[config.mk]
export PLATFORM = sky130hd
export DESIGN_NAME = song_mem_ctrl
export DESIGN_NICKNAME = d
export VERILOG_FILES = /design/src/rtl/song_mem_ctrl.sv
export SDC_FILE = /design/constraint.sdc
export NUM_CORES = 1
export LEC_CHECK = 0
export CORE_ASPECT_RATIO = 2
export CORE_MARGIN = 1.5
export CORE_UTILIZATION = 65
export DETAILED_ROUTE_END_ITERATION = 6
export GPL_TIMING_DRIVEN = 0
export MAX_ROUTING_LAYER = met4
export PLACE_DENSITY = 0.85
export SLEW_MARGIN = 10
export SYNTH_ARGS = -nofsm -noshare
export SYNTH_HDL_FRONTEND = slang
export SYNTH_SLANG_ARGS = --single-unit
[constraint.sdc]
create_clock -name clk -period 3.8 [get_ports clk]
set_input_delay 0.57 -clock clk [delete_from_list [all_inputs] [get_ports clk]]
set_output_delay 0.57 -clock clk [all_outputs]
set_load 0.02 [all_outputs]
[src/rtl/song_mem_ctrl.sv]
// rtl/song_mem_ctrl.sv - song record/playback controller for the external sample memory
// Writes ticks into a 16-slot sample store or plays them back, tracking recorded length per slot.
module song_mem_ctrl #(
    parameter int SLOT_W = 15,
    parameter int ADDR_W = 19,
    parameter int DATA_W = 8,
    parameter int RD_LAT = 2
) (
    input  logic              clk,
    input  logic              reset,
    input  logic              start_song,
    input  logic              pause_song,
    input  logic [3:0]        song_choice,
    input  logic              record_mode,
    input  logic              sample_tick,
    input  logic [DATA_W-1:0] rec_sample,
    input  logic [DATA_W-1:0] mem_rdata,
    output logic [ADDR_W-1:0] mem_addr,
    output logic              mem_we,
    output logic [DATA_W-1:0] mem_wdata,
    output logic [DATA_W-1:0] play_sample,
    output logic              play_valid,
    output logic              song_done,
    output logic              busy
);
    localparam int CNT_W = $clog2(RD_LAT + 1);

    typedef enum logic [2:0] {
        IDLE,
        PLAY_RUN,
        PLAY_RD,
        REC_RUN,
        REC_WR,
        DONE
    } state_t;

    state_t             state_q, state_d;
    logic [3:0]         slot_q, slot_d;
    logic [SLOT_W-1:0]  off_q, off_d;
    logic [CNT_W-1:0]   cnt_q, cnt_d;
    logic [DATA_W-1:0]  wdata_q, wdata_d;
    logic [DATA_W-1:0]  ps_q, ps_d;
    logic               pv_q, pv_d;
    logic [SLOT_W:0]    len_q [16];
    logic               len_we;
    logic [SLOT_W:0]    len_wval;
    logic [SLOT_W:0]    off_nxt;
    logic [SLOT_W-1:0]  off_inc;
    logic               tick_ok;

    assign off_nxt = {1'b0, off_q} + 1'b1;
    // Offset saturates at the last sample of a slot instead of rolling over.
    assign off_inc = (off_q == '1) ? off_q : off_q + 1'b1;
    assign tick_ok = sample_tick && !pause_song;

    always_comb begin
        state_d  = state_q;
        slot_d   = slot_q;
        off_d    = off_q;
        cnt_d    = cnt_q;
        wdata_d  = wdata_q;
        ps_d     = ps_q;
        pv_d     = 1'b0;
        len_we   = 1'b0;
        len_wval = '0;
        if (start_song) begin
            slot_d = song_choice;
            off_d  = '0;
            cnt_d  = '0;
            if (record_mode) begin
                state_d = REC_RUN;
                len_we  = 1'b1;
            end else begin
                state_d = PLAY_RUN;
            end
        end else begin
            case (state_q)
                PLAY_RUN: begin
                    if (len_q[slot_q] == '0) begin
                        state_d = DONE;
                    end else if (tick_ok) begin
                        state_d = PLAY_RD;
                        cnt_d   = CNT_W'(RD_LAT);
                    end
                end
                PLAY_RD: begin
                    if (cnt_q == CNT_W'(1)) begin
                        ps_d    = mem_rdata;
                        pv_d    = 1'b1;
                        off_d   = off_inc;
                        state_d = (off_nxt == len_q[slot_q]) ? DONE : PLAY_RUN;
                    end
                    cnt_d = cnt_q - 1'b1;
                end
                REC_RUN: begin
                    if (tick_ok) begin
                        state_d = REC_WR;
                        wdata_d = rec_sample;
                    end
                end
                REC_WR: begin
                    len_we   = 1'b1;
                    len_wval = off_nxt;
                    off_d    = off_inc;
                    state_d  = (off_q == '1) ? DONE : REC_RUN;
                end
                DONE:    state_d = IDLE;
                default: state_d = IDLE;
            endcase
        end
    end

    always_ff @(posedge clk or negedge reset) begin
        if (!reset) begin
            state_q <= IDLE;
            slot_q  <= '0;
            off_q   <= '0;
            cnt_q   <= '0;
            wdata_q <= '0;
            ps_q    <= '0;
            pv_q    <= 1'b0;
            for (int i = 0; i < 16; i++) len_q[i] <= '0;
        end else begin
            state_q <= state_d;
            slot_q  <= slot_d;
            off_q   <= off_d;
            cnt_q   <= cnt_d;
            wdata_q <= wdata_d;
            ps_q    <= ps_d;
            pv_q    <= pv_d;
            if (len_we) len_q[slot_d] <= len_wval;
        end
    end

    assign mem_addr    = {slot_q, off_q};
    assign mem_we      = (state_q == REC_WR);
    assign mem_wdata   = wdata_q;
    assign play_sample = ps_q;
    assign play_valid  = pv_q;
    assign song_done   = (state_q == DONE);
    assign busy        = (state_q != IDLE);
endmodule

Yosys cells after proc, flatten, opt, wreduce, memory -nomap -nowiden
Cells that the tools add are included.
Widths: inputs -> output; s select.
{"block": "word_totals", "reg_bits": 297, "in_bits": 26, "out_inout_bits": 39, "word_cells": 89}
{"block": "op_classes", "n_addsub": 3, "order_cmp": 3, "eq_ne": 13, "n_mux": 32, "bitwise": 3, "n_reduce_logical": 12}
{"op": "$bwmux 256", "n": 1}
{"op": "$mux 16", "n": 5}
{"op": "$bmux 16 s4", "n": 1}
{"op": "$demux 16 s4", "n": 1}
{"op": "$mux 15", "n": 3}
{"op": "$pmux 15 s2", "n": 1}
{"op": "$mux 3", "n": 7}
{"op": "$add 15x1->16 const B", "n": 1}
{"op": "$eq 16x16->1", "n": 1}
{"op": "$logic_not 16->1", "n": 1}
{"op": "$add 15x1->15 const B", "n": 1}
{"op": "$eq 15x15->1 const B", "n": 1}
{"op": "$ne 3x3->1 const B", "n": 4}
{"op": "$pmux 3 s4", "n": 1}
{"op": "$reduce_and 3->1", "n": 4}
{"op": "$ge 5x5->1 const B", "n": 2}
{"op": "$not 4->5", "n": 2}
{"op": "$reduce_bool 3->1", "n": 3}
{"op": "$mux 2", "n": 4}
{"op": "$eq 3x2->1 const B", "n": 2}
{"op": "$eq 3x3->1 const B", "n": 2}
{"op": "$mux 1", "n": 6}
{"op": "$lt 5x1->1 const B", "n": 1}
{"op": "$mux 4", "n": 1}
{"op": "other kinds (9)", "n": 10}

Logic depth before layout (Yosys ltp)
{"block": "depth", "word_depth": 9, "ltp_mapped": 12, "mapped_depth_nobuf": 9}

Worst setup path after synthesis
No wires, ideal clock.
{"block": "synth_timing", "kind": "reg2reg", "startpoint": "reg slot_q[2]", "endpoint": "reg state_q[2]", "setup_ns": 0.092, "arrival_ns": 2.580, "required_time_ns": 3.708, "slack_ns": 1.129, "path_stages_with_launch": 11, "n_path_buf": 2, "synth_period_minus_slack_ns": 2.671, "cell_sequence": "dfrtp_1 buf_2 clkbuf_1 mux4_2 a22oi_1 nand3_1 xnor2_1 nand4_1 nor4_1 o211ai_1 o31ai_2"}
{"block": "synth_via", "elab_chain_len": 9, "elab_cells_between_ends": 13, "classes_between": "eq/ne: 2; mux: 8; bitwise: 1; reduce/logical: 2"}
{"element": "from (decl)", "line": "38", "text": "logic [3:0] slot_q, slot_d;"}
{"element": "from (signal assigned)", "line": "125", "text": "slot_q <= slot_d;"}
{"element": "$not 4->5 (implied by the code) *", "line": "79, 91"}
{"element": "$bmux 16 s4 *", "line": "79, 91"}
{"element": "$mux 16 (implied by the code) * (2 in a row)", "line": "79, 91"}
{"element": "$eq 16x16->1", "line": "91", "text": "state_d = (off_nxt == len_q[slot_q]) ? DONE : PLAY_RUN;"}
{"element": "$mux 3", "line": "91"}
{"element": "$mux 3", "line": "87", "text": "if (cnt_q == CNT_W'(1)) begin"}
{"element": "$pmux 3 s4", "line": "77", "text": "case (state_q)"}
{"element": "$mux 3", "line": "66", "text": "if (start_song) begin"}
{"element": "to (signal assigned)", "line": "124", "text": "state_q <= state_d;"}
{"element": "to (decl)", "line": "37", "text": "state_t state_q, state_d;"}
Every way passes the cells marked *; elsewhere a longest branch is shown, timed or not. The select of a mux whose other input is x is not followed.
A chain may end at the register's enable or synchronous reset.

Worst setup path after layout
{"block": "layout_timing", "startpoint": "reg slot_q[2]", "endpoint": "reg cnt_q[1]"}
{"block": "layout_via", "elab_chain_len": 7}
{"element": "$not 4->5 (implied by the code)", "line": "79", "text": "if (len_q[slot_q] == '0) begin"}
{"element": "$bmux 16 s4", "line": "79"}
{"element": "$mux 16 (implied by the code) (2 in a row)", "line": "79"}
{"element": "$logic_not 16->1", "line": "79"}
{"element": "$ne 3x3->1 (no source line)"}
{"element": "$reduce_and 3->1 (no source line)"}
{"element": "to (signal assigned)", "line": "127", "text": "cnt_q <= cnt_d;"}
{"element": "to (decl)", "line": "40", "text": "logic [CNT_W-1:0] cnt_q, cnt_d;"}
Every way passes these cells. The select of a mux whose other input is x is not followed.

==> flow_summary_export.csv <==
group,metric,value,unit
run_status,outcome,"finished clean",
route,wl,43800,microns
yosys,ys_warn_count,0,
yosys,synth_xor_area_frac,0.0193,
clocking,cts-root-buf,"clkbuf_16",
yosys,synthAdderAreaFrac,0.00183,
timing,fin_skew,19.6,ps
power_and_ir_drop,power_leakage,6.78,nW
place,routabilityCongestion,1.03,
route,ant_nets,0,
yosys,mappedNetlistNets,1343,
clocking,cts-htree-levels,1,
yosys,synthFlopType,"dfrtp_1",
place,preCtsSetupSlack,108,ps
clocking,cts.clk_slew.worst_paths,70,ps
power_and_ir_drop,swShare,0.257,
grt,gr-usage-all-layers,0.433,
yosys,ys_async_sr_fraction,1.00,
place,port_buffers,64,
timing,post-route-worst-setup-slack,91.2,ps
power_and_ir_drop,intPower,5.21,mW
grt,grt_pass1_vias,11744,
grt,antenna_found_initial,2,
timing,setup_viol,0,
clocking,cts_buffers,25,
yosys,synth_area_leaders,"dfrtp_1 (54%), nand2_1 (9.0%), mux4_2 (8.7%)",
route,wire_per_inst,25.9,microns
yosys,synth_edf_count,0,
run,cap_violations,0,
timing,tns,0,ps
timing,whs,20.1,ps
power_and_ir_drop,p_comb_frac,0.129,
clocking,clockBufferDepth,3,
yosys,syn_area,13600,sq um
yosys,synthesis.instances,1315,
yosys,synth-seq-cells,297,
clocking,cts.sinks,297,
finish,nets,1437,
setup_path,required,4250,ps
finish,drive_gt1_frac,0.0996,
route,drtIter0Drc,1451,
worst_hold_path,worstHoldPathType,"input port to async pin",
timing,final_max_slew_viol_count,0,
clocking,cts-resized-gates,0,
timing,period_share,0.976,
power_and_ir_drop,p_seq_frac,0.471,
grt,grt_pass1_wl,67300,microns
yosys,avgSynthCellArea,10.4,sq um
clocking,post_cts_buffers,0,
timing,max_freq,270,MHz
floorplanning,num_rows,74,
power_and_ir_drop,clkPwrFrac,0.400,
timing,fin_crit,3710,ps
finish,fin_util,0.762,
route,drc,0,
setup_path,start_kind,"register",
yosys,synth-simple-area-share,0.131,
finish,area.growth.synth_to_final,14.2,%
yosys,synth.top_cell.area_share,0.545,
grt,grt_overflow,0,
setup_path,worst_setup_path_end_kind,"register",
setup_path,setup.worst_path.class,"register to register",
clocking,clock_latency,580,ps
power_and_ir_drop,switching_power,1.80,mW
yosys,synth.distinct_cells,51,
clocking,cts_tree,"yes",
setup_path,crit_fanout,10,
yosys,synth_compound_area_frac,0.131,
timing,tightestPinTransition,973,ps
floorplanning,initial_core_util,0.667,
finish,num-fill-cells,1363,
yosys,muxShareOfSynthArea,0.135,
route,dr.pass1.iters,6,
timing,rsz0062_at_grt,"false",
yosys,ys_seq_area_frac,0.545,
floorplanning,die_y,208,microns
yosys,synth_area_leader_cell,"dfrtp_1",
power_and_ir_drop,vdd_drop_max,0.446,mV
floorplanning,core_area,20500,sq um
floorplanning,fp.dieW,105,microns
timing,slew_headroom,0.352,
yosys,synth_top_family_by_area,"multiplexers",
setup_path,cp_data_arrival_time,4160,ps
place,hpwl,30600,microns
route,viasPerCell,6.86,
floorplanning,io-pin-count,65,
floorplanning,dieArea,21900,sq um
timing,finalHoldViolations,0,
grt,grt_max_degree,117,
route,dr_total_vias,11623,
clocking,ctsHoldBuffers,0,
power_and_ir_drop,power_density,450,nW/um^2
cells in the mapped netlist, types with 4 or more instances:
| library cell | count |
|---|---|
| nand2_1 | 327 |
| dfrtp_1 | 297 |
| o21ai_0 | 233 |
| clkbuf_1 | 84 |
| mux4_2 | 53 |
| nor2_1 | 40 |
| mux2_2 | 27 |
| a22oi_1 | 25 |
| o21ai_1 | 24 |
| mux2i_1 | 21 |
| a21oi_1 | 19 |
| xnor2_1 | 19 |
| nor3_1 | 15 |
| inv_1 | 13 |
| nand3_1 | 13 |
| or3_1 | 13 |
| xor2_1 | 11 |
| nor2b_1 | 8 |
| nand4_1 | 7 |
| buf_2 | 5 |
| mux4_1 | 5 |
| nor4_1 | 5 |
| buf_1 | 4 |
| o22ai_1 | 4 |
power by group through the flow:
stage	sequential, mW	clock [mW]	combinational, mW
finish	3.30	2.80	0.906
global route	3.31	2.93	0.954
CTS	3.30	2.77	0.892
detailed placement	3.36	0	0.887
global placement	3.36	0	0.864
floorplan	3.44	0	0.386
registers in the layout, summed over array words and instances (netlist names):
register	count
cnt_q	2
len_q	256
mem_wdata	8
off_q	15
play_sample	8
play_valid	1
slot_q	4
state_q	3
layout by cell type, fill, tap and decap left out, drive strengths merged, types with 7 or more instances in the layout:
| cell | instances |
|---|---|
| mux2i | 21 |
| nor2b | 8 |
| o21ai | 257 |
| a22oi | 25 |
| mux4 | 58 |
| buf | 20 |
| clkdlybuf4s50 | 63 |
| clkbuf | 118 |
| nand2 | 327 |
| xor2 | 11 |
| nand3 | 13 |
| nor2 | 40 |
| inv | 14 |
| dfrtp | 297 |
| or3 | 13 |
| xnor2 | 19 |
| nand4 | 7 |
| nor3 | 15 |
| a21oi | 19 |
| mux2 | 27 |
worst max-delay path, stage by stage (launching register included):
cell and delay, ps:
dfrtp_1 560, buf_2 390, clkbuf_1 700, mux4_2 460, nor2_1 190, nor2_1 70, nor3b_1 340, nand4b_1 230
o21ai_1 320, a21oi_1 110, o21a_1 200
metrics by stage:
step / power, mW / instance area, sq um / cells
floorplan: 3.83 / 13600 / 1315
global placement: 4.22 / 14600 / 1645
detailed placement: 4.25 / 14700 / 1648
CTS: 6.97 / 15600 / 1691
global route: 7.19 / 15600 / 1693
finish: 7.01 / 15600 / 1694
layout make-up:
type | instances | area [sq um] | area share
Multi-Input combinational cell | 903 | 5710 | 0.366
Sequential cell | 297 | 7430 | 0.477
Buffer | 101 | 459 | 0.0295
Tap cell | 266 | 333 | 0.0214
Inverter | 14 | 52.6 | 0.00337
Antenna cell | 3 | 7.51 | 0.000482
Timing Repair Buffer | 67 | 728 | 0.0467
Clock buffer | 33 | 686 | 0.0440
Clock inverter | 10 | 179 | 0.0115
routing by layer:
layer | share of wire | GRT usage | vias up | wire length (microns)
met2 | 0.49 | 0.667 | 905 | 21300
li1 | - | - | 4770 | -
met4 | 0.11 | 0.385 | 0 | 4720
met3 | 0.10 | 0.110 | 335 | 4380
met1 | 0.31 | 0.453 | 5613 | 13500
met5 | 0 | - | - | 0
path summary, 6_finish.rpt:
kind | from | end | slack (ps) | cells past startpoint
max in group asynchronous | reset | len_q[211]$_DFFE_PN0P_ | 2420 | 4
min reg2reg | play_sample[0]$_DFFE_PN0P_ | play_sample[0]$_DFFE_PN0P_ | 480 | 2
max reg2reg | slot_q[2]$_DFF_PN0_ | cnt_q[1]$_DFFE_PN0P_ | 90 | 10
min | reset | slot_q[0]$_DFF_PN0_ | 20 | 2
min in group clk | play_sample[0]$_DFFE_PN0P_ | play_sample[0]$_DFFE_PN0P_ | 480 | 2
max | slot_q[2]$_DFF_PN0_ | cnt_q[1]$_DFFE_PN0P_ | 90 | 10
cell families (layout without fill, tap and decap cells):
kind of cell,after synthesis,after routing
mux,106,106
simple gates,438,438
compound gates,327,327
fa+ha+maj,2,2
flops,297,297
buf+inv,115,225
xor+xnor,30,30
other cells,0,3
Power figures use the tool's default switching activity.
==> RTL edit 1: new RTL, config.mk and constraints unchanged <==
Register the input `sample_tick` before use, with the module's reset. The logic sees it one clock later. The other inputs are not delayed to match.
--- a/src/rtl/song_mem_ctrl.sv
+++ b/src/rtl/song_mem_ctrl.sv
@@ -35,4 +35,14 @@
     } state_t;
 
+    logic sample_tick_q;
+
+    always_ff @(posedge clk or negedge reset) begin
+        if (!reset) begin
+            sample_tick_q <= '0;
+        end else begin
+            sample_tick_q <= sample_tick;
+        end
+    end
+
     state_t             state_q, state_d;
     logic [3:0]         slot_q, slot_d;
@@ -52,5 +62,5 @@
     // Offset saturates at the last sample of a slot instead of rolling over.
     assign off_inc = (off_q == '1) ? off_q : off_q + 1'b1;
-    assign tick_ok = sample_tick && !pause_song;
+    assign tick_ok = sample_tick_q && !pause_song;
 
     always_comb begin
Check against the original RTL: not equivalent (a bounded check fails within 4 cycles, from zero or initial values and one cycle with reset low).
==> RTL edit 1 against the original RTL <==
  * The run now ends with setup timing left
  * Area after synthesis grew 0.18%
  * Final cell count about the same
  * Design area rose by 0.38%
  * Sequential cell count is 1 higher
  * Wire length up 3.4%
  * Fmax is 2.9% lower
  * Clock skew is 0.0099 ns lower
  * Non-clock buffer count decreased by 1
  * Sequential power barely moved
  * Setup slack lost 0.11 ns
  * Power rose by 1.5%
  * Critical path type unchanged
  * Largest cell class unchanged
==> RTL edit 1: results (changes against the original RTL) <==
status: "finished, violations left"
violations: "setup timing"
antenna_found_initial: 1  # -1
grt_pass1_vias: 12024  # +2.4%
met1_usage: 0.472  # +0.0182
grt_max_degree: 121  # +3.4%
r2r_start: "slot_q[1]"
dr_total_vias: 11665  # +0.36%
ir_drop_uv: 562  # +26%
synthMuxAreaShare: 0.135  # -0.000247
drt_iter0_markers: 1502  # +3.5%
cts-buffers-inserted: 26  # +4.0%
totalWireLength_microns: 45300  # +3.4%
synthFlopType: "dfrtp_1"
setup_violations: 1  # +1
fin_nets: 1438  # +0.070%
grtUsageMet3: 0.104  # -0.00588
startpoint_type: "flop"
grtUsageTotal: 0.444  # +0.0106
critPathArrivalTime_ns: 4.27  # +0.11 ns
dr.pass1.iters: 6  # unchanged
ys_top_cells_by_area: "dfrtp_1 55%, nand2_1 9.0%, mux4_2 8.7%"
clk_latency_ns: 0.56  # -0.02 ns
worst_slack_ns: -0.0180  # -0.109 ns
async_flop_share: 1.00  # unchanged
finClkSkew_ns: 0.00964  # -0.00993 ns
synth_nets: 1344  # +0.074%
drive_gt1_frac: 0.101  # +0.00119
slew_headroom: 0.254  # -0.0971
place.gp.congestion: 1.05  # +2.2%
grt_pass1_wl_microns: 69100  # +2.7%
ys_top_cells_by_count: "327 x nand2_1, 298 x dfrtp_1, 233 x o21ai_0"
synth-compound-area-share: 0.131  # -0.000239
dpl.hpwl_microns: 31300  # +2.3%
synthAdderAreaFrac: 0.00183  # -0.00000336
synthXorXnorAreaFrac: 0.0192  # -0.0000353
leakage_nw: 6.81  # +0.43%
pre_cts_ws_ns: 0.123  # +0.0154 ns
use_met2: 0.698  # +0.0311
ys_seq_area_frac: 0.546  # +0.000833
crit_start: "slot_q[1]"
==> RTL edit 1: cell count changes after synthesis, sizes merged <==
| cell | before | now |
|---|---|---|
| dfrtp | 297 | 298 |
==> RTL edit 1: worst min path at each step <==
stage                     end  slack, ns  cells after the start
3_5_place_dp   play_sample[7]       0.46                      2
3_3_place_gp       len_q[131]       0.45                      2
5_1_grt            len_q[234]       0.07                      1
2_1_floorplan        cnt_q[0]       0.27                      0
6_report            len_q[90]      0.007                      1
4_1_cts             len_q[90]       0.06                      1
==> RTL edit 1: where the power goes <==
group / total, mW / internal (mW) / switching, mW / leakage (nW)
clock: 2.90 / 1.66 / 1.24 / 0.458
combinational: 0.906 / 0.352 / 0.554 / 2.22
sequential: 3.31 / 3.26 / 0.0534 / 4.13
==> RTL edit 1: kinds of logic after synthesis <==
| group | after synthesis |
|---|---|
| multiplexers | 106 |
| flip-flops | 298 |
| AO/OA/AOI/OAI | 327 |
| buffers and inverters | 115 |
| XOR/XNOR | 30 |
| adder cells (fa/ha/maj) | 2 |
| AND/OR/NAND/NOR | 438 |
==> RTL edit 1: critical path, cell delays in order (launching register included) <==
cell and delay (ns):
dfrtp_1 0.44, buf_2 0.33, clkbuf_1 0.81, mux4_2 0.43
a22oi_1 0.26, nand2_1 0.20, nor4_1 0.36, nand4b_1 0.24
o21ai_1 0.31, a21oi_1 0.12, o21a_1 0.20
==> RTL edit 1: stage by stage <==
| stage | instance area (sq um) | instances | hold WS (ns) | setup TNS [ns] |
|---|---|---|---|---|
| after global routing | 15600 | 1695 | 0.0700 | 0 |
| after floorplan | 13700 | 1316 | 0.274 | 0 |
| after global placement | 14600 | 1646 | 0.454 | -2983.91 |
| after CTS | 15600 | 1694 | 0.0583 | 0 |
| after detailed placement | 14700 | 1648 | 0.462 | 0 |
| final | 15600 | 1695 | 0.00729 | -0.0180 |
==> RTL edit 1: cell type report <==
type                    instances  area [sq um]
inverters                      14          52.6
diodes                          1          2.50
clock inverters                 9           134
plain buffers                 101           469
flip-flops and latches        298          7460
well taps                     266           333
fillers                      1374          4910
repair buffers                 66           701
multi-input cells             903          5700
clock buffers                  37           793
==> RTL edit 1: repair_timing <==
item	CTS	global route
hold buffers	0	0
hold endpoints to repair	0	0
endpoints found under the setup margin	0	2
resized for setup	0	6
==> RTL edit 1: metal layers <==
layer,up-vias,share of wire
met5,-,0
met4,0,0.10
met3,347,0.093
met2,905,0.49
met1,5648,0.31
li1,4765,-
==> RTL edit 2: new RTL, same flow settings <==
Made on the original files. `RD_LAT`: 2 -> 4.
--- a/src/rtl/song_mem_ctrl.sv
+++ b/src/rtl/song_mem_ctrl.sv
@@ -5,5 +5,5 @@
     parameter int ADDR_W = 19,
     parameter int DATA_W = 8,
-    parameter int RD_LAT = 2
+    parameter int RD_LAT = 4
 ) (
     input  logic              clk,
Formal check against the unedited RTL: no difference found for any inputs over 4 cycles, from zero or initial values and one cycle with reset low; that may be too few to reach the edited logic, so the function may still have changed.
==> RTL edit 2 against the original RTL <==
  * Power increased by 13%
  * Final cell count up 0.30%
  * Worst hold slack improved by 0.031 ns
  * Setup slack got worse by 0.038 ns
  * Design area rose by 0.54%
  * Largest cell class unchanged
  * Die area increased by 0.17%
  * Wire length is 8.1% higher
  * Critical endpoint is now len_q[39]
  * Area after synthesis is 0.17% higher
  * Largest power group unchanged
  * Critical path type unchanged
  * Critical path depth grew 2
  * Sequential cell count is 1 higher
  * Fmax fell by 1.0%
  * Non-clock buffer count is the same
==> RTL edit 2: results (changes against the original RTL) <==
status: "finished clean"
vias_per_cell: 7.00  # +2.0%
reg2regPathDepth: 12  # +2
synthMuxAreaShare: 0.128  # -0.00655
finClkSkew_ns: 0.0166  # -0.00294 ns
place.gp.congestion: 1.06  # +2.6%
critPathArrivalTime_ns: 4.22  # +0.06 ns
slew_headroom: 0.256  # -0.0958
slowest_delay_ns: 0.84  # +0.14 ns
synth-compound-area-share: 0.133  # +0.00270
drt_iter0_markers: 1649  # +14%
n_antenna_cell: 0  # -3
cp_max_fo: 19  # +9
cts-buffers-inserted: 26  # +4.0%
leakage_nw: 6.78  # about the same
dr.pass1.iters: 6  # unchanged
grt_pass1_wl_microns: 71800  # +6.8%
drive_gt1_frac: 0.109  # +0.00921
synthAdderAreaFrac: 0.00275  # +0.000912
hold_slack_ns: 0.0511  # +0.0310 ns
clk_pin_slew_ns: 0.07  # about the same
hp-class: "input port to asynchronous set/reset pin"
ctsResizeCount: 10  # +10
pwr-share-clk: 0.347  # -0.053
post_cts_buffers: 1  # +1
final-instance-count-excl-fill: 1699  # +0.30%
synthXorXnorAreaFrac: 0.0186  # -0.000674
grtUsageTotal: 0.464  # +0.0315
slowest_stage: "clkbuf_1"
fillers: 1371  # +0.59%
clk_latency_ns: 0.58  # about the same
top_regs: "len_q x256, off_q x15"
async_flop_share: 1.00  # unchanged
syn_inst: 1320  # +0.38%
ys_top_cells_by_count: "342 x nand2_1, 298 x dfrtp_1, 268 x o21ai_0"
clockRootBuffer: "clkbuf_16"
p_int_mw: 5.50  # +5.6%
dpl.hpwl_microns: 31900  # +4.3%
ys_top_cells_by_area: "dfrtp_1 55%, o21ai_0 9.8%, nand2_1 9.4%"
synthFlopType: "dfrtp_1"
seq_power_mw: 3.50  # +6.1%
io_buffers: 63  # -1.6%
totalWireLength_microns: 47400  # +8.1%
grt_max_degree: 112  # -4.3%
antenna_found_initial: 0  # -2
ys_seq_area_frac: 0.546  # +0.000883
clockBufferDepth: 3  # unchanged
grt_pass1_vias: 12189  # +3.8%
synth.distinct_cells: 57  # +12%
r2r_slack_ns: 0.05  # -0.04 ns
combPwrFrac: 0.209  # +0.080
fin_nets: 1442  # +0.35%
crit_start: "slot_q[1]"
crit_end: "len_q[39]"
ir_drop_uv: 443  # -0.80%
[RTL edit 2: layer usage]
metal / wire, microns / track usage
met3: 5540 / 0.133
met5: 0 / -
met1: 14300 / 0.497
met4: 5180 / 0.399
met2: 22400 / 0.703
[RTL edit 2: layout make-up]
class                           count  area [sq um]  share of cell area
Sequential cell                   298          7460               0.476
Multi-Input combinational cell    903          5750               0.367
Clock buffer                       35           724              0.0462
Timing Repair Buffer               67           706              0.0450
Buffer                            101           499              0.0319
Tap cell                          266           333              0.0212
Clock inverter                     13           135             0.00862
Inverter                           16          60.1             0.00383
[RTL edit 2: through the flow]
stage / instance area (sq um) / worst slack [ns] / TNS, ns
floorplan: 13700 / 0.694 / 0
global placement: 14600 / -9.97 / -2964.79
detailed placement: 14700 / -0.516 / -7.15
CTS: 15600 / 0.0108 / 0
global route: 15700 / 0.0115 / 0
finish: 15700 / 0.0534 / 0
